**src/rtl/unary_add_arb.sv**
```systemverilog
// Round-robin sequencer that shares one unary bitstream adder among NREQ requesters.
// Each granted job clears the adder, streams LEN cycles of the winner's A/B bits,
// then reads the adder back for 2*LEN cycles and counts the ones into result.
module unary_add_arb #(
    parameter int NREQ = 2,
    parameter int LEN  = 16,
    parameter int CW   = 6
) (
    input  logic            clk,
    input  logic            rst,
    input  logic [NREQ-1:0] req,
    input  logic [NREQ-1:0] req_a,
    input  logic [NREQ-1:0] req_b,
    output logic [NREQ-1:0] gnt,
    output logic            busy,
    output logic            done,
    output logic            abort,
    output logic [CW-1:0]   result,
    output logic            ovf,
    output logic            add_en,
    output logic            add_a,
    output logic            add_b,
    output logic            add_rw,
    output logic            add_rst_n,
    input  logic            add_dout,
    input  logic            add_c
);

    localparam int PW   = (NREQ > 1) ? $clog2(NREQ) : 1;
    localparam int CNTW = $clog2(2 * LEN + 1);
    localparam logic [NREQ-1:0] ONE_HOT0 = {{(NREQ-1){1'b0}}, 1'b1};
    localparam logic [CW-1:0]   RES_MAX  = {CW{1'b1}};

    typedef enum logic [2:0] {
        S_IDLE,
        S_CLEAR,
        S_ACCUM,
        S_READ,
        S_DONE
    } state_t;

    state_t          r_state;
    logic [PW-1:0]   r_ptr;
    logic [PW-1:0]   r_gntIdx;
    logic [NREQ-1:0] r_gnt;
    logic            r_busy;
    logic            r_done;
    logic            r_abort;
    logic [CW-1:0]   r_result;
    logic            r_ovf;
    logic            r_addEn;
    logic            r_addRw;
    logic            r_addRstN;
    logic [CNTW-1:0] r_cnt;
    logic [CW-1:0]   r_shadowResult;
    logic            r_shadowOvf;

    logic            w_found;
    logic [PW-1:0]   w_winIdx;
    logic [PW-1:0]   w_cand;
    logic [PW-1:0]   w_nextPtr;
    logic            w_gntReq;
    logic            w_resMax;

    // Pick the first requester at or after the round-robin pointer, wrapping to 0.
    always_comb begin
        w_found  = 1'b0;
        w_winIdx = '0;
        w_cand   = '0;
        for (int i = 0; i < NREQ; i++) begin
            w_cand = PW'((int'(r_ptr) + i) % NREQ);
            if (!w_found && req[w_cand]) begin
                w_found  = 1'b1;
                w_winIdx = w_cand;
            end
        end
    end

    assign w_nextPtr = (w_winIdx == PW'(NREQ - 1)) ? '0 : w_winIdx + PW'(1);
    assign w_gntReq  = req[r_gntIdx];
    assign w_resMax  = (r_result == RES_MAX);

    // Operand bits reach the adder only while accumulating; zero otherwise.
    assign add_a = (r_state == S_ACCUM) ? req_a[r_gntIdx] : 1'b0;
    assign add_b = (r_state == S_ACCUM) ? req_b[r_gntIdx] : 1'b0;

    assign gnt       = r_gnt;
    assign busy      = r_busy;
    assign done      = r_done;
    assign abort     = r_abort;
    assign result    = r_result;
    assign ovf       = r_ovf;
    assign add_en    = r_addEn;
    assign add_rw    = r_addRw;
    assign add_rst_n = r_addRstN;

    // Job sequencer: every output register is loaded with the value for the state being entered.
    always_ff @(posedge clk) begin
        if (rst) begin
            r_state        <= S_IDLE;
            r_ptr          <= '0;
            r_gntIdx       <= '0;
            r_gnt          <= '0;
            r_busy         <= 1'b0;
            r_done         <= 1'b0;
            r_abort        <= 1'b0;
            r_result       <= '0;
            r_ovf          <= 1'b0;
            r_addEn        <= 1'b0;
            r_addRw        <= 1'b0;
            r_addRstN      <= 1'b0;
            r_cnt          <= '0;
            r_shadowResult <= '0;
            r_shadowOvf    <= 1'b0;
        end else begin
            r_done  <= 1'b0;
            r_abort <= 1'b0;
            case (r_state)
                S_IDLE: begin
                    r_addEn <= 1'b0;
                    r_addRw <= 1'b0;
                    if (w_found) begin
                        r_state        <= S_CLEAR;
                        r_gntIdx       <= w_winIdx;
                        r_gnt          <= ONE_HOT0 << w_winIdx;
                        r_ptr          <= w_nextPtr;
                        r_busy         <= 1'b1;
                        r_addRstN      <= 1'b0;
                        r_cnt          <= '0;
                        r_shadowResult <= r_result;
                        r_shadowOvf    <= r_ovf;
                        r_ovf          <= 1'b0;
                    end else begin
                        r_gnt     <= '0;
                        r_busy    <= 1'b0;
                        r_addRstN <= 1'b1;
                    end
                end
                S_CLEAR, S_ACCUM, S_READ: begin
                    if (!w_gntReq) begin
                        // Winner withdrew: drop the job and put the previous result back.
                        r_state   <= S_IDLE;
                        r_abort   <= 1'b1;
                        r_gnt     <= '0;
                        r_busy    <= 1'b0;
                        r_addEn   <= 1'b0;
                        r_addRw   <= 1'b0;
                        r_addRstN <= 1'b0;
                        r_result  <= r_shadowResult;
                        r_ovf     <= r_shadowOvf;
                    end else if (r_state == S_CLEAR) begin
                        r_state   <= S_ACCUM;
                        r_cnt     <= '0;
                        r_addEn   <= 1'b1;
                        r_addRw   <= 1'b0;
                        r_addRstN <= 1'b1;
                    end else if (r_state == S_ACCUM) begin
                        r_ovf <= r_ovf | add_c;
                        if (r_cnt == CNTW'(LEN - 1)) begin
                            r_state  <= S_READ;
                            r_cnt    <= '0;
                            r_addRw  <= 1'b1;
                            r_result <= '0;
                        end else begin
                            r_cnt <= r_cnt + CNTW'(1);
                        end
                    end else begin
                        r_ovf <= r_ovf | add_c | (add_dout & w_resMax);
                        if (add_dout && !w_resMax) begin
                            r_result <= r_result + CW'(1);
                        end
                        if (r_cnt == CNTW'(2 * LEN - 1)) begin
                            r_state <= S_DONE;
                            r_cnt   <= '0;
                            r_addEn <= 1'b0;
                            r_addRw <= 1'b0;
                            r_done  <= 1'b1;
                        end else begin
                            r_cnt <= r_cnt + CNTW'(1);
                        end
                    end
                end
                S_DONE: begin
                    r_state   <= S_IDLE;
                    r_gnt     <= '0;
                    r_busy    <= 1'b0;
                    r_addEn   <= 1'b0;
                    r_addRw   <= 1'b0;
                    r_addRstN <= 1'b1;
                end
                default: begin
                    r_state <= S_IDLE;
                end
            endcase
        end
    end

endmodule

```
**config.mk**
```make
export PLATFORM = sky130hd
export DESIGN_NAME = unary_add_arb
export DESIGN_NICKNAME = d
export VERILOG_FILES = /design/src/rtl/unary_add_arb.sv
export SDC_FILE = /design/constraint.sdc
export NUM_CORES = 1
export LEC_CHECK = 0
export CAP_MARGIN = 20
export CORE_AREA = 2 2 63 89
export DETAILED_ROUTE_END_ITERATION = 7
export DIE_AREA = 0 0 65 91
export PLACE_DENSITY = 0.67
export SLEW_MARGIN = 40
export SYNTH_ARGS = -nofsm -noshare
export SYNTH_HDL_FRONTEND = slang
export SYNTH_SLANG_ARGS = --single-unit
```
**constraint.sdc**
```tcl
create_clock -name clk -period 3 [get_ports clk]
set_clock_uncertainty 0.05 [all_clocks]
set_input_delay 0.3 -clock clk [delete_from_list [all_inputs] [get_ports clk]]
set_output_delay 0.3 -clock clk [all_outputs]
set_load 0.02 [all_outputs]
```
**Word-level counts from Yosys, hierarchy flattened**

Cells that the tools add are included.

- Add/subtract/negate cells: 4
- $lt $le $gt $ge: 3
- Eq/ne operators: 19
- Shift-type cells: 1
- Muxes and demuxes: 63
- Bitwise logic cells: 5
- Reductions and logical operators: 21

Operators with widths:

| operator | number |
|---|---|
| $mux 6 | 11 |
| $mux 1 | 36 |
| $mux 3 | 6 |
| $reduce_and 3->1 | 5 |
| $add 6x1->6 const B | 2 |
| $pmux 6 s2 | 1 |
| $ne 5x5->1 const B | 2 |
| $ne 2x2->1 const B | 4 |
| $ne 4x4->1 const B | 2 |
| $eq 3x2->1 const B | 2 |
| $eq 6x4->1 const B | 1 |
| $eq 6x5->1 const B | 1 |
| $eq 6x6->1 const B | 1 |
| $lt 1x2->1 const B | 3 |
| $ne 3x3->1 const B | 2 |
| $pmux 1 s2 | 3 |
| $pmux 1 s3 | 2 |
| $pmux 2 s3 | 1 |
| $pmux 3 s2 | 1 |
| $reduce_and 2->1 | 3 |
| $reduce_or 5->1 | 1 |
| $mux 2 | 2 |
| $reduce_and 4->1 | 1 |
| $reduce_bool 2->1 | 2 |
| other kinds (15) | 21 |

- Register bits after elaboration: 33
- Input port bits: 10
- Output and inout bits: 17
- Logic and storage cells: 131

**Logic depth before layout (Yosys ltp)**

- Depth after elaboration: 9
- Gate-level depth with buffers: 6

**Least setup slack after synthesis**

No wires, ideal clock.

- Kind: reg2reg
- Start: register r_result[0] (netlist: result[0])
- End: register r_result[1] (netlist: result[1])
- Library setup time: 116 ps
- Arrival time: 1588 ps
- Data required time: 2834 ps
- Slack: 1246 ps
- Stages on the path, launching flop included: 6
- Cells stage by stage: dfxtp_1 ha_1 nand2_1 o2111a_1 or3_1 o211a_1

- Longest elaborated chain between the ends: 5
- Elaborated cells on any way between the ends: 10
- Classes of those cells: add/sub: 1; eq/ne: 2; mux: 4; reduce/logical: 3

RTL lines:

| element | line | source |
|---|---|---|
| start, declared | 49 | `logic [CW-1:0] r_result;` |
| start signal, assigned | 149 | `r_result <= r_shadowResult;` |
| start signal, assigned | 170 | `r_result <= r_result + CW'(1);` |
| $add 6x1->6 or $eq 6x6->1 (tied branches) | 170, 81 |  |
| $mux 6 or $logic_not 1->1 (tied branches) | 169 | `if (add_dout && !w_resMax) begin` |
| $mux 6 or $logic_and 1x1->1 (tied branches) | 157, 169 |  |
| $mux 6 or $ne 3x1->1 (tied branches) | n/a |  |
| $mux 6 or $reduce_and 4->1 (tied branches) | n/a |  |

Several ways; a longest one is shown, not always the timed one. The select of a mux whose other input is x is not followed.
A chain may end at the register's enable or synchronous reset.

**Worst setup path after layout**

- Start: register r_state[2]
- End: output port add_a

- Longest elaborated chain between the ends: 2

RTL lines:

| element | line | source |
|---|---|---|
| start, declared | 42 | `state_t r_state;` |
| start signal, assigned | 100 | `r_state <= S_IDLE;` |
| start signal, assigned | 123 | `r_state <= S_CLEAR;` |
| start signal, assigned | 142 | `r_state <= S_IDLE;` |
| $eq 3x2->1 | 84 | `assign add_a = (r_state == S_ACCUM) ? req_a[r_gntIdx] : 1'b0;` |
| $mux 1 | 84 |  |
| end, declared | 21 | `output logic add_a,` |

No other way between the ends.

==> results.ini <==
[run_status]
outcome = finished clean

[power]
p_per_area_nw_per_um2 = 479
ir_worst_vdd_mv = 0.197
p_leak_nw = 0.760

[finish]
multi_input_area_sq_um = 1000
antenna_cells = 0
final_nets = 238
layout_commonest_cell = dfxtp_1
fin_cells = 293
n_fill_cell = 532
drive_gt1_share_pct = 7.93
final_cell_mix = dfxtp_1, clkdlybuf4s50_1, nor2_1
area_growth_pct = 21.3
register_area_sq_um = 661

[yosys]
synth_ff_type = dfxtp_1
ys_seq_area_share_pct = 37.8
ys_ff_latch = 33
syn_nets = 216
synth_area_sq_um = 1750
syn_area_per_cell_sq_um = 8.57
synthCells = 204
synth_edf_count = 0
synth_warnings = 0
async_reset_ff_share_pct = 0
yosysUniqueCellTypes = 53

[sta]
period_share_pct = 79.3
rsz0062_at_grt = false
post-route-min-period_ns = 2.38
fmax_ghz = 0.420
slew_viol_final = 0
tightest_slew_ns = 0.661
setup-tns-final_ns = 0
hold_viol_final = 0
slew_headroom_pct = 55.9
setup_viol = 0

[floorplan]
die_area_sq_um = 5920
die_h_microns = 91
rows = 31
num_io_pins = 27
coreArea_sq_um = 5080
start_util_pct = 34.4
die_width_microns = 65

[setup_path]
setup.worst_path.start_class = flip-flop
worstPathRequired_ns = 2.65
critPathBufInv = 1
cp-end-kind = output port
arrival_ns = 2.03
crit_chain = nand2b_1 -> nor3_1 -> clkdlybuf4s50_1
cp_max_fo = 18
slowest_stage = dfxtp_1
cp_top_family = flip-flops
path_class = flip-flop to output port
critPathMaxStageDelay_ns = 0.74

[routing]
drtIter0Drc = 109
via_count = 1603
drt_pre_antenna_iters = 4
top_layer_used = met4
routed-wl-met3_microns = 185
wl_per_cell_microns = 14.4
vias_per_cell = 5.47
wl_met1_microns = 1910
routed-wl-met2_microns = 2090
drc = 0
ant_nets = 0
routed_wl_microns = 4230

[global_routing]
grt-ovfl-total = 0
grt_first_pass_wirelength_microns = 7100
grt_max_degree = 24
grt_use_total_pct = 15.1
grt_pass1_vias = 1550
antenna_found_initial = 0

[job]
drv_cap = 0

[place]
post-place-cells = 285
place.gp.congestion = 0.805
dp_hpwl_microns = 3010
io_buffer_count = 26

[cts]
cts_inserted_buffers = 5
cts.clk_slew.worst_paths_ns = 0.06
ctsResizeCount = 0
cts_max_level = 2
cts_hold_buffers = 0
cts_tree = done
clockBufferDepth = 2
post_cts.repair.setup_buffers = 0
worstSkewPairLatency_ns = 0.28
root_buffer = clkbuf_8
cts.sink_count = 33

[min_path]
hold_class = flip-flop to flip-flop

==> flip-flops by register name, indices dropped and copies added (netlist names), 2 cells and up <==
| name | flops |
|---|---|
| gnt | 2 |
| r_cnt | 6 |
| r_shadowResult | 6 |
| r_state | 3 |
| result | 6 |
==> logic make-up after synthesis <==
| logic type | Yosys count | synth area share, % |
|---|---|---|
| DFF | 33 | 37.8 |
| xor gates and xnor gates | 3 | 1.50 |
| and+or+nand+nor | 77 | 22.7 |
| AOI/OAI and AO/OA | 60 | 24.5 |
| buffers and inverters | 17 | 4.94 |
| muxes | 12 | 7.15 |
| adders and majority gates | 2 | 1.43 |
==> stage by stage <==
step	setup slack (ns)	utilization, %	hold slack (ns)	power (mW)	area (sq um)
floorplan	1.25	-	0.402	0.640	1750
global placement	0.826	40.1	0.398	0.706	2040
detailed placement	0.803	40.1	0.413	0.707	2040
CTS	0.646	41.8	0.422	1.03	2120
global route	0.501	41.8	0.442	1.07	2120
finish	0.620	41.8	0.413	1.02	2120
==> synth_stat cells (3+ instances only) <==
library cell   n  area (sq um)
o21ai_0       10          50.1
nand2_1       16          60.1
nand2b_1       3          18.8
nand3_1        9          45.0
buf_4          3          22.5
dfxtp_1       33           661
o31ai_1        5          37.5
or3_1          4          25.0
nor3_1         8          40.0
clkbuf_1       7          26.3
nor2_1        20          75.1
xnor2_1        3          26.3
a21oi_1       19          95.1
mux2i_1       10           100
buf_2          3          15.0
inv_1          3          11.3
a22oi_1        3          22.5
==> layout make-up <==
type / count / area share [%]
Multi-Input combinational cell: 154 / 47.2
Sequential cell: 33 / 31.1
Timing Repair Buffer: 29 / 13.3
Tap cell: 66 / 3.89
Clock buffer: 6 / 3.42
Inverter: 3 / 0.531
Clock inverter: 2 / 0.472
==> worst paths after layout <==
check / startpoint / endpoint / slack, ns / depth (start not counted)
setup / recovery: r_state[2] / add_a / 0.62 / 3
hold / removal: gnt[1] / gnt[1] / 0.41 / 2
setup reg to reg: r_state[0] / r_cnt[5] / 0.97 / 4
hold reg to reg: gnt[1] / gnt[1] / 0.41 / 2
==> metal layers <==
| metal | track usage (%) | vias to the layer above |
|---|---|---|
| li1 | - | 803 |
| met1 | 18.7 | 752 |
| met2 | 24.7 | 44 |
| met3 | 3.97 | 4 |
| met4 | 5.50 | 0 |
| met5 | 0 | - |
==> report_power, final <==
group | total [mW] | internal [mW] | leakage [nW] | switching [mW]
Combinational | 0.205 | 0.0954 | 0.446 | 0.109
Sequential | 0.494 | 0.462 | 0.269 | 0.0321
Clock | 0.318 | 0.161 | 0.0450 | 0.157
==> worst min-delay path: stages (launching register included) <==
cell and delay (ns):
dfxtp_1 0.31, nand2_1 0.05, a21oi_1 0.05
Note: power is estimated with default switching activity, not from simulation.
